File: src/rtl/exgcd_seq.sv
// exgcd_seq: sequential extended-GCD engine using subtractive Euclid.
// One subtraction step per clock; results are registered on the finish edge
// and held until the next accepted start.
// Optional feature macro: EXGCD_INV_EN. When it is defined, the coefficient
// registers and modular subtractors are built so that the block also returns
// a^-1 mod b. When it is undefined, inv and inv_valid are tied to 0, while
// gcd, FSM behaviour and latency stay the same.
module exgcd_seq #(
  parameter int WIDTH = 8
) (
  input  logic             clk,
  input  logic             rst_n,
  input  logic             start,
  input  logic [WIDTH-1:0] data_a,
  input  logic [WIDTH-1:0] data_b,
  output logic             busy,
  output logic             done,
  output logic [WIDTH-1:0] gcd,
  output logic [WIDTH-1:0] inv,
  output logic             inv_valid,
  output logic [1:0]       current_state_out
);

  typedef enum logic [1:0] {
    ST_IDLE = 2'b00,
    ST_CALC = 2'b01,
    ST_DONE = 2'b10
  } state_t;

  state_t           r_state;
  logic [WIDTH-1:0] r_r0;
  logic [WIDTH-1:0] r_r1;
  logic [WIDTH-1:0] r_gcd;
  logic             r_busy;
  logic             r_done;

  logic             w_r0_zero;
  logic             w_r1_zero;
  logic             w_r0_ge;
  logic [WIDTH-1:0] w_r0_sub;
  logic [WIDTH-1:0] w_r1_sub;
  logic [WIDTH-1:0] w_fin_g;

  assign w_r0_zero = (r_r0 == '0);
  assign w_r1_zero = (r_r1 == '0);
  assign w_r0_ge   = (r_r0 >= r_r1);
  assign w_r0_sub  = r_r0 - r_r1;
  assign w_r1_sub  = r_r1 - r_r0;
  // A zero r1 is tested first, so when both registers are zero, r0 supplies gcd=0.
  assign w_fin_g   = w_r1_zero ? r_r0 : r_r1;

`ifdef EXGCD_INV_EN
  logic [WIDTH-1:0] r_t0;
  logic [WIDTH-1:0] r_t1;
  logic [WIDTH-1:0] r_b;
  logic [WIDTH-1:0] r_inv;
  logic             r_inv_valid;

  logic [WIDTH-1:0] w_t0_sub;
  logic [WIDTH-1:0] w_t1_sub;
  logic [WIDTH-1:0] w_fin_c;
  logic             w_fin_valid;

  // Compute (x - y) mod m for x and y in [0, m). The difference uses one extra
  // bit so that a borrow shows the result is negative; adding m then brings it
  // back into range. The final sum wraps modulo 2^WIDTH as intended.
  function automatic logic [WIDTH-1:0] modsub(input logic [WIDTH-1:0] x,
                                              input logic [WIDTH-1:0] y,
                                              input logic [WIDTH-1:0] m);
    logic [WIDTH:0] d;
    d = {1'b0, x} - {1'b0, y};
    if (d[WIDTH]) modsub = d[WIDTH-1:0] + m;
    else          modsub = d[WIDTH-1:0];
  endfunction

  assign w_t0_sub    = modsub(r_t0, r_t1, r_b);
  assign w_t1_sub    = modsub(r_t1, r_t0, r_b);
  assign w_fin_c     = w_r1_zero ? r_t0 : r_t1;
  assign w_fin_valid = (w_fin_g == WIDTH'(1)) && (r_b != '0);

  assign inv       = r_inv;
  assign inv_valid = r_inv_valid;
`else
  assign inv       = '0;
  assign inv_valid = 1'b0;
`endif

  // Control FSM plus the remainder and coefficient datapath, all in one registered block.
  always_ff @(posedge clk or negedge rst_n) begin
    if (!rst_n) begin
      r_state     <= ST_IDLE;
      r_r0        <= '0;
      r_r1        <= '0;
      r_gcd       <= '0;
      r_busy      <= 1'b0;
      r_done      <= 1'b0;
`ifdef EXGCD_INV_EN
      r_t0        <= '0;
      r_t1        <= '0;
      r_b         <= '0;
      r_inv       <= '0;
      r_inv_valid <= 1'b0;
`endif
    end else begin
      case (r_state)
        ST_IDLE: begin
          r_done <= 1'b0;
          if (start) begin
            r_r0    <= data_a;
            r_r1    <= data_b;
            r_busy  <= 1'b1;
            r_state <= ST_CALC;
`ifdef EXGCD_INV_EN
            // Every coefficient is 0 mod 1, so b==1 starts with t0 at 0 rather than 1.
            r_t0    <= (data_b == WIDTH'(1)) ? '0 : WIDTH'(1);
            r_t1    <= '0;
            r_b     <= data_b;
`endif
          end
        end

        ST_CALC: begin
          if (w_r1_zero || w_r0_zero) begin
            r_gcd       <= w_fin_g;
            r_done      <= 1'b1;
            r_state     <= ST_DONE;
`ifdef EXGCD_INV_EN
            r_inv       <= w_fin_valid ? w_fin_c : '0;
            r_inv_valid <= w_fin_valid;
`endif
          end else if (w_r0_ge) begin
            r_r0 <= w_r0_sub;
`ifdef EXGCD_INV_EN
            r_t0 <= w_t0_sub;
`endif
          end else begin
            r_r1 <= w_r1_sub;
`ifdef EXGCD_INV_EN
            r_t1 <= w_t1_sub;
`endif
          end
        end

        ST_DONE: begin
          r_done  <= 1'b0;
          r_busy  <= 1'b0;
          r_state <= ST_IDLE;
        end

        default: begin
          // The unused encoding 2'b11 returns to IDLE with the handshake signals cleared.
          r_done  <= 1'b0;
          r_busy  <= 1'b0;
          r_state <= ST_IDLE;
        end
      endcase
    end
  end

  assign busy              = r_busy;
  assign done              = r_done;
  assign gcd               = r_gcd;
  assign current_state_out = r_state;

endmodule

File: config.mk
export PLATFORM = sky130hd
export DESIGN_NAME = exgcd_seq
export DESIGN_NICKNAME = d
export VERILOG_FILES = /design/src/rtl/exgcd_seq.sv
export SDC_FILE = /design/constraint.sdc
export NUM_CORES = 1
export LEC_CHECK = 0
export CAP_MARGIN = 20
export CORE_MARGIN = 5
export CORE_UTILIZATION = 50
export DETAILED_ROUTE_END_ITERATION = 8
export PLACE_DENSITY = 0.77
export SLEW_MARGIN = 20
export SYNTH_ARGS = -nofsm -noshare
export SYNTH_HDL_FRONTEND = slang
export SYNTH_SLANG_ARGS = --single-unit
export TNS_END_PERCENT = 50
File: constraint.sdc
create_clock -name clk -period 5.1 [get_ports clk]
set_input_delay 0.765 -clock clk [delete_from_list [all_inputs] [get_ports clk]]
set_output_delay 0.765 -clock clk [all_outputs]
set_load 0.005 [all_outputs]
Word-level counts from Yosys, hierarchy flattened --
Index checks and enable logic that the tools add are counted.
Storage, ports and cells: input port bits 19, output and inout bits 21, logic and storage cells 42, flip-flop bits (word level) 28
Cells by class: $add $sub $neg 2, reduce and logical (&&, ||, !) cells 10, order comparisons 1, eq/ne operators 6, mux-type cells 16, bitwise operators 1
Operator list (count):
- two-way mux 8 bit | 7
- one-hot mux 8 bit (2 select lines) | 2
- zero test 8 bit | 2
- subtractor 8 bit | 2
- inequality test 2 bit, second input constant | 5
- greater-or-equal comparator 8 bit | 1
- AND reduction 4 bit | 2
- AND reduction 2 bit | 3
- two-way mux 2 bit | 2
- one-hot mux 2 bit (2 select lines) | 1
- two-way mux 1 bit | 3
- == test 2 x 1 -> 1 bit, second input constant | 1
- zero test 2 bit | 1
- one-hot mux 1 bit (2 select lines) | 1
- nonzero test 2 bit | 1
- logical OR 1 bit | 1
- NOT 1 bit | 1

Longest topological paths before layout --
word-level depth 4, depth in mapped cells 9, mapped depth without buffers 9

Worst setup path after synthesis --
OpenSTA, ideal clock, no wires.
kind reg2reg, start point register r_r0[0], end point register r_r1[7], slack 2.650 ns, data arrival time 2.325 ns, library setup time 0.125 ns, stages on the path, launching flop included 10, path through dfrtp_1 -> inv_1 -> ha_1 -> fa_1 -> nand2b_1 -> a21oi_1 -> a41oi_1 -> nor3b_4 -> o31ai_4 -> mux2_4
On the way: longest elaborated chain between the ends 4
Ends and longest elaborated chain:
- start, declared | line 31 | logic [WIDTH-1:0] r_r0;
- start signal, assigned | line 109 | r_r0 <= data_a;
- start signal, assigned | line 132 | r_r0 <= w_r0_sub;
- subtractor 8 bit / zero test 8 bit (equally long branches) | line 48, 44
- two-way mux 8 bit / logical OR 1 bit (equally long branches) | line 131, 123
- two-way mux 8 bit / inequality test 2 bit (equally long branches)
- one-hot mux 8 bit (2 select lines) / AND reduction 4 bit (equally long branches)
- end signal, assigned | line 110 | r_r1 <= data_b;
- end signal, assigned | line 137 | r_r1 <= w_r1_sub;
- end, declared | line 32 | logic [WIDTH-1:0] r_r1;
Several ways; a longest one is shown, not always the timed one. The select of a mux whose other input is x is not followed. A chain may end at the register's enable or synchronous reset.

Final worst setup path --
Same ends and word-level chain as after synthesis.

==> flow_summary.toml <==
[setup_path]
critPathArrivalTime_ns = 2.88
path_class = "flip-flop to flip-flop"
cp_max_fo = 8
critPathLaunch = "r_r0[0]"
worstPathCellList = "inv_1 -> ha_1 -> fa_1 -> nand2b_1 -> a21oi_1 -> a41oi_1 -> nor3b_4 -> o31ai_4 -> mux2_4"
cp_data_required_time_ns = 5.26
reg2reg_depth = 9
slowest_stage = "dfrtp_1"
end_kind = "flip-flop"
reg2reg_slack_ns = 2.38
reg2reg_from = "r_r0[0]"
max_stage_delay_ns = 0.43
rr_endpoint = "r_r1[7]"
start_kind = "flip-flop"

[clocking]
cts_hold_repair.buffers = 0
insertion_delay_ns = 0.26
root_buffer = "clkbuf_8"
numCtsBuffers = 3
cts_resized = 0
clkTransAtPathRegs_ns = 0.09
clock_tree.htree_level_count = 1
clock_sink_count = 28
cts_tree = "done"
postCtsSetupRepairBufs = 0
cts.path.max_buffers = 2

[die]
core_area_um2 = 4090
num_rows = 23
start_util = 0.526
pin_count = 40
dieWidth_um = 75.6
die_h_um = 75.6
dieArea_um2 = 5710

[route]
drcViolationCount = 0
dr_total_vias = 1709
drtIter0Drc = 124
wl_um = 4610
ant_nets = 0
viasPerCell = 5.44
drt-pass1-iter-count = 4
wl_per_cell_um = 14.7

[final_layout]
layout-drive-gt1-share = 0.0985
multiInputGateArea_um2 = 1270
area_growth_pct = 16.7
seq_area_um2 = 701
layout.cells.non_filler = 314
n_fill_cell = 370
antennaDiodeCount = 0
nets = 301

[flow_run]
max-cap-violations = 0

[global_routing]
grtUsageTotal = 0.181
grt_pass1_vias = 1677
grt_pass1_wl_um = 7960
antenna_found_initial = 0
gr-total-overflow = 0
grt_start_max_net_pins = 34

[synthesis]
yosys_warnings = 0
ys_ff_latch = 28
synthCells = 238
synth.top_cell.area_share = 0.326
yosys_most_used_dff = "dfrtp_1"
synth_area_leader_cell = "dfrtp_1"
synth_edf_count = 0
synth_cell_type_count = 46
synth.area.top_cells = "dfrtp_1, ha_1, a21oi_1"
avgSynthCellArea_um2 = 9.04
postSynth.asyncResetShare = 1.00
synth_seq_area_share = 0.326
netlist_area_um2 = 2150

[sta]
slew_violations = 0
setup_viol = 0
max_slew_margin = 0.613
worst_pin_slew_ns = 0.578
fin_tns_setup_ns = 0
fin_crit_ns = 2.72
rsz0062_at_grt = "false"
hold_viol = 0
clock_skew_ns = 0.00254
finalCritPeriodShare = 0.533
fmaxAchievable_mhz = 368

[placement]
dp.cells = 309
portBuffers = 30
gp_congestion = 0.843
hpwl_um = 3660

[min_path]
min_to = "done"
holdPathStages = 1
hp-class = "flip-flop to flip-flop"
worstHoldStart = "done"

[run_status]
status = "finished clean"
-- kinds of logic (layout without fill, tap and decap cells) --
group / after synthesis / in the layout / share of synthesized area
compound gates: 78 / 78 / 0.237
simple gates: 50 / 50 / 0.119
buf+inv: 43 / 61 / 0.0954
flops: 28 / 28 / 0.326
fa+ha+maj: 17 / 17 / 0.106
mux: 16 / 16 / 0.0954
xor+xnor: 5 / 5 / 0.0204
other cells: 1 / 9 / 0.00174
-- final cells by class --
| cell class | count | area share |
|---|---|---|
| clock buffer | 4 | 0.0219 |
| inverter | 25 | 0.0374 |
| multi-input combinational | 175 | 0.508 |
| sequential | 28 | 0.279 |
| tap | 50 | 0.0249 |
| timing repair buffer | 32 | 0.129 |
-- sequential cells by signal, summed over array words and instances, names as in the netlist --
signal             flops
busy                   1
current_state_out      2
done                   1
gcd                    8
r_r0                   8
r_r1                   8
-- critical path, delay by kind of cell (launching register included) --
kind	cells	cell delay, ns
AOI/OAI and AO/OA	3	0.63
buffers and inverters	1	0.08
adders and majority gates	2	0.61
DFF	1	0.43
and+or+nand+nor	2	0.51
muxes	1	0.33
-- cells in the mapped netlist, types with 3 or more instances --
cell,instances
o221ai_1,3
o21ai_0,15
mux2_4,9
buf_4,9
dfrtp_1,28
xnor2_1,5
inv_1,24
nand2_1,10
mux2i_1,7
nand3_1,7
ha_1,15
nor2_1,21
a21oi_1,37
o21a_1,4
clkbuf_1,6
-- worst max path at each step --
stage	to	depth (start not counted)
6_report	r_r1[7]	9
5_1_grt	r_r1[6]	9
4_1_cts	r_r1[5]	5
3_5_place_dp	r_r1[6]	5
3_3_place_gp	r_r1[3]	5
2_1_floorplan	r_r1[7]	9
-- per-layer routing --
metal | share of wire | track usage
met5 | 0 | 0
met4 | 0.0074 | 0.0447
met3 | 0.057 | 0.0145
met2 | 0.49 | 0.304
met1 | 0.45 | 0.254
-- placed cells by master (no fill, tap or decap), drive strengths merged, types with 2 or more instances in the layout --
cell	n
clkdlybuf4s50	30
xnor2	5
o21a	4
dfrtp	28
nor4	2
buf	2
inv	25
a21oi	40
conb	9
o221ai	3
o21bai	2
nand3	7
nand2	11
mux2	9
clkbuf	4
nand2b	2
o21ai	17
ha	15
mux2i	7
o31a	2
nor3b	2
fa	2
nor2	21
-- metrics by stage --
step / setup slack, ns / utilization / hold WS [ns] / area [um^2]
global placement: 2.44 / 0.597 / 0.476 / 2440
global route: 2.18 / 0.614 / 0.534 / 2510
finish: 2.38 / 0.614 / 0.499 / 2510
floorplan: 2.65 / - / 0.469 / 2180
CTS: 2.35 / 0.611 / 0.507 / 2490
detailed placement: 2.36 / 0.597 / 0.487 / 2440
Power is not shown: default switching activity piles up to over one toggle a cycle in this logic, so the estimate is an artifact.
